**config.mk**
```make
export PLATFORM = sky130hd
export DESIGN_NAME = puertos_salida_flat
export DESIGN_NICKNAME = d
export VERILOG_FILES = /design/src/rtl/puertos_salida_if.sv /design/src/rtl/puertos_salida.sv /design/src/flat_wrapper.sv
export SDC_FILE = /design/constraint.sdc
export NUM_CORES = 1
export LEC_CHECK = 0
export CAP_MARGIN = 20
export CORE_MARGIN = 8
export CORE_UTILIZATION = 30
export DETAILED_ROUTE_END_ITERATION = 8
export PLACE_DENSITY = 0.62
export SLEW_MARGIN = 20
export SYNTH_ARGS = -nofsm -noshare
export SYNTH_HDL_FRONTEND = slang
export SYNTH_SLANG_ARGS = --single-unit
```
**constraint.sdc**
```tcl
create_clock -name clk -period 4.7 [get_ports clk]
set_clock_uncertainty 0.1 [all_clocks]
set_input_delay 1.41 -clock clk [delete_from_list [all_inputs] [get_ports clk]]
set_output_delay 1.41 -clock clk [all_outputs]
set_load 0.01 [all_outputs]
```
**src/rtl/puertos_salida_if.sv**
```systemverilog
// Write channel into the output-port bank: address/data pair with valid/ready handshake.
interface puertos_salida_if;
  logic       wr_valid;
  logic       wr_ready;
  logic [7:0] dir_in;
  logic [7:0] dato_in;

  modport master (output wr_valid, output dir_in, output dato_in, input wr_ready);
  modport slave  (input wr_valid, input dir_in, input dato_in, output wr_ready);
endinterface

```
**src/rtl/puertos_salida.sv**
```systemverilog
// Output-port bank: 2-entry write FIFO, address decode, NUM_PUERTOS 8-bit registered ports.
// Optional register readback enabled by defining PUERTOS_READBACK_EN.
module puertos_salida #(
  parameter int         NUM_PUERTOS = 4,
  parameter logic [7:0] DIR_BASE    = 8'h00
) (
  input  logic                     clk,
  input  logic                     rst_n,
  puertos_salida_if.slave          wr,
  output logic [8*NUM_PUERTOS-1:0] puerto_out,
  output logic [NUM_PUERTOS-1:0]   puerto_wr,
  output logic                     err_dir
`ifdef PUERTOS_READBACK_EN
  ,
  input  logic [7:0]               rd_dir,
  output logic [7:0]               rd_dato
`endif
);

  logic [7:0] dir_mem  [2];
  logic [7:0] dato_mem [2];
  logic       wr_ptr;
  logic       rd_ptr;
  logic [1:0] count;
  logic [1:0] count_next;
  logic       ready_q;
  logic       push;
  logic       pop;
  logic [8:0] offset;
  logic       in_range;
  logic [7:0] idx;

  assign wr.wr_ready = ready_q;
  assign push        = wr.wr_valid && ready_q;
  assign pop         = (count != 2'd0);

  // 9-bit subtraction: bit 8 is the borrow, so it flags dir < DIR_BASE without wrap.
  assign offset   = {1'b0, dir_mem[rd_ptr]} - {1'b0, DIR_BASE};
  assign idx      = offset[7:0];
  assign in_range = !offset[8] && (idx < 8'(NUM_PUERTOS));

  always_comb begin
    count_next = count;
    case ({push, pop})
      2'b10:   count_next = count + 2'd1;
      2'b01:   count_next = count - 2'd1;
      default: count_next = count;
    endcase
  end

  always_ff @(posedge clk) begin
    if (push) begin
      dir_mem[wr_ptr]  <= wr.dir_in;
      dato_mem[wr_ptr] <= wr.dato_in;
    end
  end

  always_ff @(posedge clk) begin
    if (!rst_n) begin
      count      <= 2'd0;
      wr_ptr     <= 1'b0;
      rd_ptr     <= 1'b0;
      ready_q    <= 1'b1;
      puerto_out <= '0;
      puerto_wr  <= '0;
      err_dir    <= 1'b0;
    end else begin
      count     <= count_next;
      ready_q   <= (count_next != 2'd2);
      puerto_wr <= '0;
      err_dir   <= 1'b0;
      if (push) begin
        wr_ptr <= ~wr_ptr;
      end
      if (pop) begin
        rd_ptr <= ~rd_ptr;
        if (in_range) begin
          for (int i = 0; i < NUM_PUERTOS; i++) begin
            if (idx == 8'(i)) begin
              puerto_out[8*i +: 8] <= dato_mem[rd_ptr];
              puerto_wr[i]         <= 1'b1;
            end
          end
        end else begin
          err_dir <= 1'b1;
        end
      end
    end
  end

`ifdef PUERTOS_READBACK_EN
  logic [8:0] rd_offset;
  logic [7:0] rd_idx;
  logic       rd_in_range;
  logic [7:0] rd_val;

  assign rd_offset   = {1'b0, rd_dir} - {1'b0, DIR_BASE};
  assign rd_idx      = rd_offset[7:0];
  assign rd_in_range = !rd_offset[8] && (rd_idx < 8'(NUM_PUERTOS));

  // Reads the current register contents, so a same-edge update is not bypassed.
  always_comb begin
    rd_val = 8'h00;
    if (rd_in_range) begin
      for (int i = 0; i < NUM_PUERTOS; i++) begin
        if (rd_idx == 8'(i)) rd_val = puerto_out[8*i +: 8];
      end
    end
  end

  always_ff @(posedge clk) begin
    if (!rst_n) rd_dato <= 8'h00;
    else        rd_dato <= rd_val;
  end
`endif

endmodule
```
**src/flat_wrapper.sv**
```systemverilog
// flat-port wrapper written by rule: the top's interface ports become plain ports
module puertos_salida_flat 
#(
  parameter int         NUM_PUERTOS = 4,
  parameter logic [7:0] DIR_BASE    = 8'h00
)
  (clk, rst_n, puerto_out, puerto_wr, err_dir, wr_wr_valid, wr_dir_in, wr_dato_in, wr_wr_ready);
  puertos_salida_if wr_i ();
  input  logic clk;
  input  logic rst_n;
  output logic [8*NUM_PUERTOS-1:0] puerto_out;
  output logic [NUM_PUERTOS-1:0] puerto_wr;
  output logic err_dir;
  input wire logic [$bits(wr_i.wr_valid)-1:0] wr_wr_valid;
  input wire logic [$bits(wr_i.dir_in)-1:0] wr_dir_in;
  input wire logic [$bits(wr_i.dato_in)-1:0] wr_dato_in;
  output wire logic [$bits(wr_i.wr_ready)-1:0] wr_wr_ready;
  assign wr_i.wr_valid = wr_wr_valid;
  assign wr_i.dir_in = wr_dir_in;
  assign wr_i.dato_in = wr_dato_in;
  assign wr_wr_ready = wr_i.wr_ready;
  puertos_salida #(.NUM_PUERTOS(NUM_PUERTOS), .DIR_BASE(DIR_BASE)) u_core (.clk(clk), .rst_n(rst_n), .wr(wr_i), .puerto_out(puerto_out), .puerto_wr(puerto_wr), .err_dir(err_dir));
endmodule
```
==> qor.yml <==
crit_path_end_kind: "flip-flop"
drt-pass1-iter-count: 4
core_area_um2: 8680
synth_area_leaders: "edfxtp_1 36%, dfxtp_1 32%, o221a_2 12%, mux2i_1 3.0%, o211a_4 2.6%"
nFillCells: 833
clk_pin_slew_ns: 0.07
required_ns: 4.84
num_rows: 34
r2r_setup_slack_ns: 2.38
hold_buffers: 0
layout-drive-gt1-share: 0.247
setup_viol: 0
synth-warning-count: 0
rsz0062_at_grt: "false"
ys_types: 29
yosys_register_bits: 75
syn_area_um2: 2670
hold_viol: 0
fin_setup_tns_ns: 0
synth_ff_type: "dfxtp_1"
period_share: 0.594
startpoint: "wr_wr_valid"
path_class: "in2reg"
power.density_nw_per_um2: 461
crit_path_max_fanout: 3
antenna_found_initial: 0
cts_num_sinks: 75
post-place-ws_ns: 1.54
synthToLayoutAreaGrowth_pct: 34.5
start_util: 0.308
critPathLaunchType: "input port"
ioPinCount: 57
slew-limit-headroom: 0.486
wl_per_cell_um: 16.1
post-synth-top-area-fraction: 0.359
maxCapViolCount: 0
fin_crit_ns: 2.79
hpwl_um: 4040
synth_edf_count: 32
cts_made_buffers: 9
vias: 1699
maxSlewViolCount: 0
critical_path_arrival_ns: 2.93
r2r-start: "u_core.dir_mem[0][3]"
worst_slew_pin_slew_ns: 0.765
layout.nets: 258
yosys.area.top_type: "edfxtp_1"
grt_use_total: 0.0928
p_leak_nw: 1.29
fp.dieArea_um2: 12200
timing.rr.end: "u_core.puerto_out[5]"
synth-async-reset-ratio: 0
clk_latency_ns: 0.35
antennaDiodeCount: 0
die_h_um: 110
cts_tree: "yes"
syn-num-nets: 197
hold_class: "reg2reg"
gp_congestion: 0.690
grt_pass1_wl_um: 9050
drt_wl_total_um: 5630
vias_per_cell: 4.84
cts_setup_buffers: 0
layout_setup_ws_ns: 1.91
outcome: "finished, final reports clean"
critical_path.endpoint: "u_core.wr.wr_ready"
avgSynthCellArea_um2: 15.1
clock_path_buffers: 2
syn_inst: 177
grt_max_degree: 36
overflow: 0
dr.first_iter.drc_count: 74
ys_seq_area_frac: 0.681
cts_resized: 0
r2r_cells: 4
fmax_mhz: 358
vdd_drop_max_uv: 192
grt_pass1_vias: 1717
die_w_um: 110
cts_htree_levels: 3
drc: 0
postRouteAntennaNets: 0
numPortBuffers: 56
clock_tree.root_cell: "clkbuf_8"
-- worst min-delay path by stage --
stage                                      from                     to  depth (start not counted)  slack, ns
final                             u_core.rd_ptr          u_core.rd_ptr                          2       0.42
after floorplan                 u_core.count[1]        u_core.count[1]                          2       0.37
after detailed placement          u_core.rd_ptr              flip-flop                          2       0.40
after CTS                         u_core.rd_ptr              flip-flop                          2       0.42
after global placement          u_core.count[1]        u_core.count[1]                          2       0.39
after global routing      u_core.puerto_out[29]  u_core.puerto_out[29]                          1       0.45
-- routing by layer --
metal / up-vias / global-route usage / wire (µm)
met3: 9 / 0.0422 / 355
met1: 809 / 0.114 / 2680
li1: 824 / - / -
met4: 0 / 0.0405 / 73
met2: 57 / 0.136 / 2520
met5: - / 0 / 0
-- layout make-up --
class / instances / area (µm²) / area share
Clock buffer: 11 / 154 / 0.0428
Clock inverter: 5 / 81.3 / 0.0226
Inverter: 3 / 11.3 / 0.00313
Multi-Input combinational cell: 90 / 811 / 0.225
Sequential cell: 75 / 1820 / 0.506
Tap cell: 108 / 135 / 0.0376
Timing Repair Buffer: 59 / 583 / 0.162
-- Yosys cell counts, types with 2 or more instances --
master,count
dfxtp_1,43
clkbuf_1,7
edfxtp_1,32
inv_1,3
nand2b_1,2
o21ai_2,4
o221a_1,3
o211a_4,4
mux2i_1,8
xnor2_1,2
nor2_1,8
nand2_1,12
buf_2,2
xor2_1,2
o32ai_1,2
o221a_2,29
o22ai_1,2
-- logic make-up (layout without fill, tap and decap cells) --
group	Yosys count	after routing	synth area share
buffers and inverters	12	78	0.0178
AOI/OAI and AO/OA	47	47	0.193
and+or+nand+nor	30	30	0.0599
muxes	8	8	0.0299
DFF	75	75	0.681
adders and majority gates	1	1	0.00468
xor gates and xnor gates	4	4	0.0131
-- stage by stage --
step	hold WS (ns)	util	std cells	area, µm²	power (mW)
finish	0.415	0.415	351	3600	1.66
global route	0.447	0.415	351	3600	1.74
detailed placement	0.401	0.387	335	3360	1.11
global placement	0.388	0.387	335	3360	1.10
floorplan	0.372	-	177	2670	1.01
CTS	0.422	0.415	351	3600	1.67
-- cell usage in the layout (no fill, tap or decap) --
| master | netlist | layout |
|---|---|---|
| nor2_1 | 8 | 8 |
| nor4b_2 | 0 | 1 |
| xor2_1 | 2 | 2 |
| o2111a_1 | 1 | 1 |
| clkinv_4 | 0 | 1 |
| or4_4 | 1 | 1 |
| buf_4 | 0 | 3 |
| o211a_4 | 4 | 4 |
| a21oi_1 | 1 | 1 |
| or2_2 | 1 | 1 |
| nand2b_1 | 2 | 2 |
| inv_4 | 0 | 2 |
| clkbuf_16 | 0 | 1 |
| o221a_1 | 3 | 3 |
| o22ai_1 | 2 | 2 |
| o221a_2 | 29 | 29 |
| edfxtp_1 | 32 | 32 |
| inv_1 | 3 | 3 |
| nor4_4 | 1 | 1 |
| nor3_1 | 1 | 1 |
| or3_1 | 1 | 1 |
| or4_1 | 1 | 1 |
| clkdlybuf4s50_1 | 0 | 56 |
| bufinv_16 | 0 | 2 |
| o21ai_0 | 1 | 1 |
| o32ai_1 | 2 | 2 |
| ha_1 | 1 | 1 |
| xnor2_1 | 2 | 2 |
| clkbuf_2 | 0 | 1 |
| nand2_1 | 12 | 12 |
| clkbuf_8 | 0 | 9 |
| dfxtp_1 | 43 | 43 |
| and3_1 | 1 | 1 |
| o21ai_2 | 4 | 4 |
| mux2i_1 | 8 | 8 |
-- state kept, by name, indices dropped and copies added, names as in the netlist, named ones only --
register,flops
u_core.dir_mem,16
u_core.wr_ptr,1
u_core.puerto_out,32
u_core.wr.wr_ready,1
u_core.err_dir,1
u_core.count,2
u_core.rd_ptr,1
u_core.dato_mem,16
u_core.puerto_wr,4
-- critical path: stages --
cell             delay [ns]
clkdlybuf4s50_1        0.47
nand2_1                0.10
ha_1                   0.33
or3_1                  0.36
a21oi_1                0.19
nand2_1                0.07
-- power breakdown --
group | internal, mW | switching (mW)
logic | 0.106 | 0.182
registers | 0.759 | 0.0441
clock network | 0.335 | 0.230
total | 1.20 | 0.456
(Power assumes the default switching activity.)
